==> config.mk <==
export PLATFORM = sky130hd
export DESIGN_NAME = ex_core_rom_bist
export DESIGN_NICKNAME = d
export VERILOG_FILES = /design/src/rtl/rom_bist_pkg.sv /design/src/rtl/rom_bist_compactor.sv /design/src/rtl/ex_core_rom_bist.sv
export SDC_FILE = /design/constraint.sdc
export NUM_CORES = 1
export LEC_CHECK = 0
export ABC_CLOCK_PERIOD_IN_PS = 2100
export CAP_MARGIN = 20
export CORE_MARGIN = 4
export CORE_UTILIZATION = 46
export CTS_CLUSTER_DIAMETER = 40
export DETAILED_ROUTE_END_ITERATION = 16
export GPL_TIMING_DRIVEN = 1
export PLACE_DENSITY = 0.74
export SLEW_MARGIN = 10
export SYNTH_ARGS = -nofsm -noshare
export SYNTH_HDL_FRONTEND = slang
export SYNTH_HIERARCHICAL = 1
export SYNTH_SLANG_ARGS = --single-unit
==> constraint.sdc <==
create_clock -name Clk -period 2.1 [get_ports Clk]
set_input_delay 0.42 -clock Clk [delete_from_list [all_inputs] [get_ports Clk]]
set_output_delay 0.42 -clock Clk [all_outputs]
set_load 0.005 [all_outputs]
==> src/rtl/rom_bist_pkg.sv <==
// Shared types and signature compaction for the ROM BIST engine.
// ROM_BIST_MISR_EN selects MISR compaction; otherwise an additive checksum is used.
package rom_bist_pkg;

    localparam int DEF_ADDR_W = 8;
    localparam int DEF_DATA_W = 8;
    localparam int DEF_SIG_W  = 16;

    typedef enum logic [1:0] {
        IDLE  = 2'd0,
        RUN   = 2'd1,
        CHECK = 2'd2,
        DONE  = 2'd3
    } state_t;

`ifdef ROM_BIST_MISR_EN
    function automatic logic [DEF_SIG_W-1:0] sig_next(input logic [DEF_SIG_W-1:0] sig,
                                                      input logic [DEF_DATA_W-1:0] data,
                                                      input logic [DEF_SIG_W-1:0] poly);
        sig_next = {sig[DEF_SIG_W-2:0], 1'b0}
                 ^ (sig[DEF_SIG_W-1] ? poly : {DEF_SIG_W{1'b0}})
                 ^ {{(DEF_SIG_W-DEF_DATA_W){1'b0}}, data};
    endfunction
`else
    // Plain modular sum; wraps silently at 2**DEF_SIG_W.
    function automatic logic [DEF_SIG_W-1:0] sig_next(input logic [DEF_SIG_W-1:0] sig,
                                                      input logic [DEF_DATA_W-1:0] data);
        sig_next = sig + {{(DEF_SIG_W-DEF_DATA_W){1'b0}}, data};
    endfunction
`endif

endpackage

==> src/rtl/rom_bist_compactor.sv <==
// Signature register: loads SEED on Load, folds DataIn in via sig_next() on En.
// Compaction mode follows ROM_BIST_MISR_EN.
module rom_bist_compactor
    import rom_bist_pkg::*;
#(
    parameter int              SIG_W  = DEF_SIG_W,
    parameter int              DATA_W = DEF_DATA_W,
    parameter logic [SIG_W-1:0] SEED  = 16'h0000,
    parameter logic [SIG_W-1:0] POLY  = 16'h1021
) (
    input  logic              Clk,
    input  logic              Rst,
    input  logic              Load,
    input  logic              En,
    input  logic [DATA_W-1:0] DataIn,
    output logic [SIG_W-1:0]  Sig
);

`ifndef ROM_BIST_MISR_EN
    logic [SIG_W-1:0] poly_unused;
    assign poly_unused = POLY;
`endif

    always_ff @(posedge Clk or posedge Rst) begin
        if (Rst) begin
            Sig <= SEED;
        end else if (Load) begin
            Sig <= SEED;
        end else if (En) begin
`ifdef ROM_BIST_MISR_EN
            Sig <= sig_next(Sig, DataIn, POLY);
`else
            Sig <= sig_next(Sig, DataIn);
`endif
        end
    end

endmodule

==> src/rtl/ex_core_rom_bist.sv <==
// Memory-BIST engine for the 256x8 example-core ROM: address sweep, signature, compare.
// Compaction mode is selected by ROM_BIST_MISR_EN (see rom_bist_pkg).
module ex_core_rom_bist
    import rom_bist_pkg::*;
#(
    parameter int               ADDR_W = DEF_ADDR_W,
    parameter int               DATA_W = DEF_DATA_W,
    parameter int               SIG_W  = DEF_SIG_W,
    parameter logic [SIG_W-1:0] SEED   = 16'h0000,
    parameter logic [SIG_W-1:0] POLY   = 16'h1021,
    parameter logic [SIG_W-1:0] GOLDEN = 16'h7F80
) (
    input  logic              Clk,
    input  logic              Rst,
    input  logic              Start,
    input  logic              Abort,
    output logic [ADDR_W-1:0] Address,
    input  logic [DATA_W-1:0] DataIn,
    output logic              Busy,
    output logic              Done,
    output logic              Pass,
    output logic [SIG_W-1:0]  Signature,
    output logic [1:0]        dbg_state
);

    localparam logic [ADDR_W-1:0] LAST_ADDR = '1;

    state_t state;
    logic   load;
    logic   en;

    // Control handshake: Start is a one-cycle request accepted only in IDLE/DONE;
    // Abort is a level that wins over Start and forces IDLE from any state.
    assign load      = !Abort && Start && (state == IDLE || state == DONE);
    assign en        = !Abort && (state == RUN);
    assign dbg_state = state;

    rom_bist_compactor #(
        .SIG_W  (SIG_W),
        .DATA_W (DATA_W),
        .SEED   (SEED),
        .POLY   (POLY)
    ) u_compactor (
        .Clk    (Clk),
        .Rst    (Rst),
        .Load   (load),
        .En     (en),
        .DataIn (DataIn),
        .Sig    (Signature)
    );

    always_ff @(posedge Clk or posedge Rst) begin
        if (Rst) begin
            state   <= IDLE;
            Address <= '0;
            Busy    <= 1'b0;
            Done    <= 1'b0;
            Pass    <= 1'b0;
        end else if (Abort) begin
            state <= IDLE;
            Busy  <= 1'b0;
            Done  <= 1'b0;
            Pass  <= 1'b0;
        end else begin
            case (state)
                IDLE, DONE: begin
                    if (Start) begin
                        state   <= RUN;
                        Address <= '0;
                        Busy    <= 1'b1;
                        Done    <= 1'b0;
                        Pass    <= 1'b0;
                    end
                end
                RUN: begin
                    // Address parks on the last location so CHECK sees a stable bus.
                    if (Address == LAST_ADDR) begin
                        state <= CHECK;
                    end else begin
                        Address <= Address + 1'b1;
                    end
                end
                CHECK: begin
                    Pass  <= (Signature == GOLDEN);
                    Done  <= 1'b1;
                    Busy  <= 1'b0;
                    state <= DONE;
                end
                default: state <= IDLE;
            endcase
        end
    end

endmodule

---- Word level (Yosys, flattened, before mapping) ----
Cells that the tools add are included.
storage, ports and cells
  input bits .............................. 12
  output and inout bits ................... 29
  register bits after elaboration ......... 29
operators by class
  reduce and logical (&&, ||, !) cells .... 13
  add/sub/neg operators ................... 2
  muxes and demuxes ....................... 17
  bitwise operators ....................... 1
  eq/ne operators ......................... 9
operators with widths
  kind                                                                      count
  16-bit two-way mux                                                        2
  16-bit by 8-bit adder with 16-bit output                                  1
  16-bit by 15-bit equality test with 1-bit output (second input constant)  1
  8-bit two-way mux                                                         2
  8-bit one-hot mux with 2 select lines                                     1
  8-bit by 1-bit adder with 8-bit output (second input constant)            1
  8-bit equality test (second input constant)                               1
  2-bit two-way mux                                                         3
  1-bit one-hot mux with 2 select lines                                     3
  2-bit one-hot mux with 3 select lines                                     1
  1-bit two-way mux                                                         5
  2-bit equality test (second input constant)                               2
  2-bit != test (second input constant)                                     2
  2-bit AND reduction                                                       2
  4-bit AND reduction                                                       1
  2-bit nonzero test                                                        2
  1-bit logical AND                                                         3
  3-bit by 2-bit != test with 1-bit output (second input constant)          1
  3-bit != test (second input constant)                                     1
  3-bit nonzero test                                                        1
  2-bit by 1-bit equality test with 1-bit output (second input constant)    1
  2-bit zero test                                                           1
  2-bit OR reduction                                                        1
  1-bit zero test                                                           1
  2 further kinds                                                           2

---- Longest topological paths before layout ----
  depth in word-level cells ............... 4
  gate-level depth with buffers ........... 9

---- By module ----
Netlist, hierarchy kept.
by module, submodules not included
  module              sequential area each (µm²)  instances  area an instance (µm²)  cells an instance
  rom_bist_compactor  400.4                       1          1161.1                  126
  ex_core_rom_bist    325.3                       1          815.8                   89

---- Worst setup path after synthesis ----
OpenSTA, ideal clock, no wires.
  kind .................................... register to register
  from .................................... register u_compactor.Sig[0]
  to ...................................... register u_compactor.Sig[14]
  data arrival time ....................... 2.014 ns
  period minus slack after synthesis ...... 2.142 ns
  buffers on the path ..................... 0
  required time ........................... 1.972 ns
  stages on the path, launching flop included .. 9
  library setup time ...................... 0.128 ns
  setup slack ............................. -0.042 ns
  cell sequence ........................... dfrtp_1 > ha_1 > inv_1 > fa_1 > nand2b_1 > a21oi_2 > o2111ai_1 > a21oi_1 > mux2_1
between the ends
  cells in the longest elaborated chain, start to end .. 3
RTL lines
  item                                      RTL line                  source
  start: declaration                        rom_bist_compactor.sv:16  output logic [SIG_W-1:0] Sig
  start signal: assignment                  rom_bist_compactor.sv:33  Sig <= sig_next(Sig, DataIn);
  16-bit by 8-bit adder with 16-bit output  rom_bist_pkg.sv:28        sig_next = sig + {{(DEF_SIG_W-DEF_DATA_W){1'b0}}, data};
  16-bit two-way mux                        rom_bist_compactor.sv:29  end else if (En) begin
  16-bit two-way mux                        rom_bist_compactor.sv:27  end else if (Load) begin
Every way passes these cells. The select of a mux whose other input is x is not followed.
A chain may end at the register's enable or synchronous reset.

---- Worst setup path in the final report ----
Same ends and word-level chain as after synthesis.

==> results.py <==
metrics = {
    "grt": {
        "grt_max_degree": 21,
        "grt_pass1_wl_mm": 8.60,
        "gr-total-overflow": 0,
        "grt_usage": 0.205,
        "antenna_found_initial": 0,
        "grt_pass1_vias": 1938,
    },
    "pwr": {
        "seqPwrFrac": 0.273,
        "internal-power_uw": 1940,
        "comb_power_share": 0.580,
        "irDropWorstVdd_mv": 0.644,
        "p_clk_frac": 0.148,
        "p_per_area_nw_per_um2": 1110,
        "power.switching_uw": 1210,
        "swShare": 0.385,
        "p_leak_uw": 0.00124,
    },
    "route": {
        "drt_iter0_drc": 70,
        "ant_nets": 0,
        "route.detailed.drc": 0,
        "vias": 1929,
        "avgViaCountPerCell": 5.59,
        "wl_mm": 5.11,
        "first_pass_iters": 4,
        "wl_per_cell_um": 14.8,
    },
    "final_layout": {
        "regArea_um2": 726,
        "nets": 319,
        "antenna_cells": 0,
        "final_cell_mix": "38 x clkdlybuf4s50_1, 38 x buf_4, 29 x dfrtp_1",
        "multi_input_area_um2": 1230,
        "syn_to_final_growth_pct": 43.7,
        "drive_gt1_frac": 0.258,
        "fillers": 313,
    },
    "worst_setup_path": {
        "crit_path_end_kind": "flip-flop",
        "worstSetupPathType": "flip-flop to flip-flop",
        "crit_fanout": 3,
        "arrival_ns": 2.22,
        "worstPathRequired_ns": 2.27,
        "startpoint_type": "flip-flop",
    },
    "synthesis": {
        "yosysSeqAreaShare": 0.367,
        "syn-num-nets": 239,
        "ys_async_sr_fraction": 1.00,
        "postSynthCellCount": 215,
        "postSynthRegisterBits": 29,
        "yosysWarnings": 6,
        "synth_edf_count": 0,
        "synthDistinctLibCells": 58,
        "ys.flop_type": "dfrtp_1",
        "synth_area_um2": 1980,
        "syn-mean-instance-area_um2": 9.19,
    },
    "sta": {
        "maxSlewViolCount": 0,
        "period_needed_ns": 2.05,
        "tightest_slew_ns": 0.517,
        "maxSlewHeadroom": 0.655,
        "skew_ns": 0.00341,
        "fin_crit_sh": 0.976,
        "tns_ns": 0,
        "fmax_ghz": 0.488,
        "hold_slack_ns": 0.488,
        "hold_viol": 0,
        "rsz0062_at_grt": "true",
        "final-setup-viol-count": 0,
    },
    "clock_network": {
        "holdBufCountCts": 0,
        "htree_num_levels": 2,
        "cts_buffers": 5,
        "clk_latency_ns": 0.28,
        "cts_sinks": 29,
        "cts_tree": "built",
        "cts.path.max_buffers": 2,
        "cts_root_buf": "clkbuf_8",
        "clk_pin_slew_ns": 0.06,
    },
    "floorplanning": {
        "die_x_um": 73.6,
        "initial_core_util": 0.484,
        "dieArea_um2": 5410,
        "rows": 23,
        "num_io_pins": 41,
        "die_h_um": 73.6,
        "coreArea_um2": 4090,
    },
    "place": {
        "hpwl_mm": 3.78,
        "place_congestion": 0.813,
        "port_buffers": 40,
    },
    "outcome": {
        "outcome": "finished, final reports clean",
    },
    "worst_hold_path": {
        "worstHoldPathType": "input port to asynchronous set/reset pin",
    },
    "job": {
        "cap_violations": 0,
    },
}
timing repair:
action,4_1_cts,5_1_grt
pin swaps,5,3
endpoints found under the setup margin,5,9
gates resized for setup,6,6
buffers inserted,2,1
gates cloned,0,0
path summary, 6_finish.rpt:
path | cells after the start | end | slack (ns) | start
max in group asynchronous | 2 | Done | 1.26 | Rst
setup reg to reg | 8 | u_compactor/Sig[14] | 0.05 | u_compactor/Sig[0]
setup / recovery | 8 | u_compactor/Sig[14] | 0.05 | u_compactor/Sig[0]
hold reg to reg | 2 | Pass | 0.53 | Pass
hold / removal | 3 | u_compactor/Sig[3] | 0.49 | Rst
min in group Clk | 2 | Pass | 0.53 | Pass
layout make-up:
class	count	area share
multi-input combinational	167	0.433
timing repair buffer	78	0.241
tap	50	0.0220
clock buffer	7	0.0304
sequential	29	0.256
inverter	14	0.0185
per-layer routing:
| metal | GRT usage | wire length [um] | up-vias |
|---|---|---|---|
| met2 | 0.344 | 2530 | 54 |
| met1 | 0.253 | 2300 | 922 |
| met3 | 0.0383 | 176 | 10 |
| met4 | 0.0905 | 101 | 0 |
| li1 | - | - | 943 |
| met5 | 0 | 0 | - |
flip-flops by register name, summed over array words and instances (netlist names):
signal / cells
Pass: 1
Busy: 1
u_compactor/Sig: 16
Address: 8
Done: 1
dbg_state: 2
cells in the mapped netlist, types with 2 or more instances:
| master | n | area (um^2) |
|---|---|---|
| dfrtp_1 | 29 | 726 |
| nor2_1 | 20 | 75.1 |
| a21oi_1 | 16 | 80.1 |
| inv_1 | 14 | 52.6 |
| nand2_1 | 14 | 52.6 |
| ha_1 | 11 | 138 |
| nand2b_1 | 11 | 68.8 |
| o21ai_0 | 9 | 45.0 |
| nand3_1 | 6 | 30.0 |
| nor3_1 | 6 | 30.0 |
| xor2_1 | 6 | 52.6 |
| o31ai_1 | 5 | 37.5 |
| a21o_1 | 3 | 22.5 |
| o211ai_2 | 3 | 37.5 |
| o22ai_1 | 3 | 18.8 |
| or3_1 | 3 | 18.8 |
| or4_1 | 3 | 22.5 |
| a211o_1 | 2 | 17.5 |
| a211oi_1 | 2 | 15.0 |
| and3_1 | 2 | 12.5 |
| buf_4 | 2 | 15.0 |
| nand2_2 | 2 | 12.5 |
| nand4b_1 | 2 | 17.5 |
| nor2b_1 | 2 | 12.5 |
| nor3_2 | 2 | 20.0 |
| nor4b_2 | 2 | 30.0 |
| o2111ai_1 | 2 | 17.5 |
| o21a_1 | 2 | 15.0 |
| o21ai_2 | 2 | 17.5 |
kinds of logic after synthesis:
logic type | Yosys count | share of synthesized area
AND/OR/NAND/NOR | 84 | 0.244
AO/OA/AOI/OAI | 61 | 0.220
flip-flops | 29 | 0.367
buffers and inverters | 19 | 0.0405
adder cells (fa/ha/maj) | 12 | 0.0797
XOR/XNOR | 7 | 0.0310
multiplexers | 3 | 0.0184
critical path, cell delays in order, from the launching register on:
cell	delay, ns
dfrtp_1	0.39
ha_2	0.20
inv_2	0.04
fa_2	0.36
nand2b_4	0.16
a21oi_4	0.19
o2111ai_2	0.13
a21oi_2	0.14
mux2_1	0.32
power groups by stage:
stage | sequential [uW] | combinational, uW | clock (uW)
2_1_floorplan | 858 | 938 | 0
3_3_place_gp | 860 | 1700 | 0
3_5_place_dp | 863 | 1730 | 0
4_1_cts | 857 | 1760 | 479
5_1_grt | 887 | 2010 | 503
6_report | 861 | 1830 | 467
through the flow:
stage	power, uW	instances	instance area [um^2]	util	setup WS, ns
2_1_floorplan	1800	215	1990	-	0.00654
3_3_place_gp	2570	335	2690	0.658	-0.463
3_5_place_dp	2590	335	2690	0.658	-0.521
4_1_cts	3100	344	2800	0.685	0.0561
5_1_grt	3400	345	2840	0.695	-0.0220
6_report	3160	345	2840	0.695	0.0498
No activity file was read; power rests on OpenSTA's default activity.
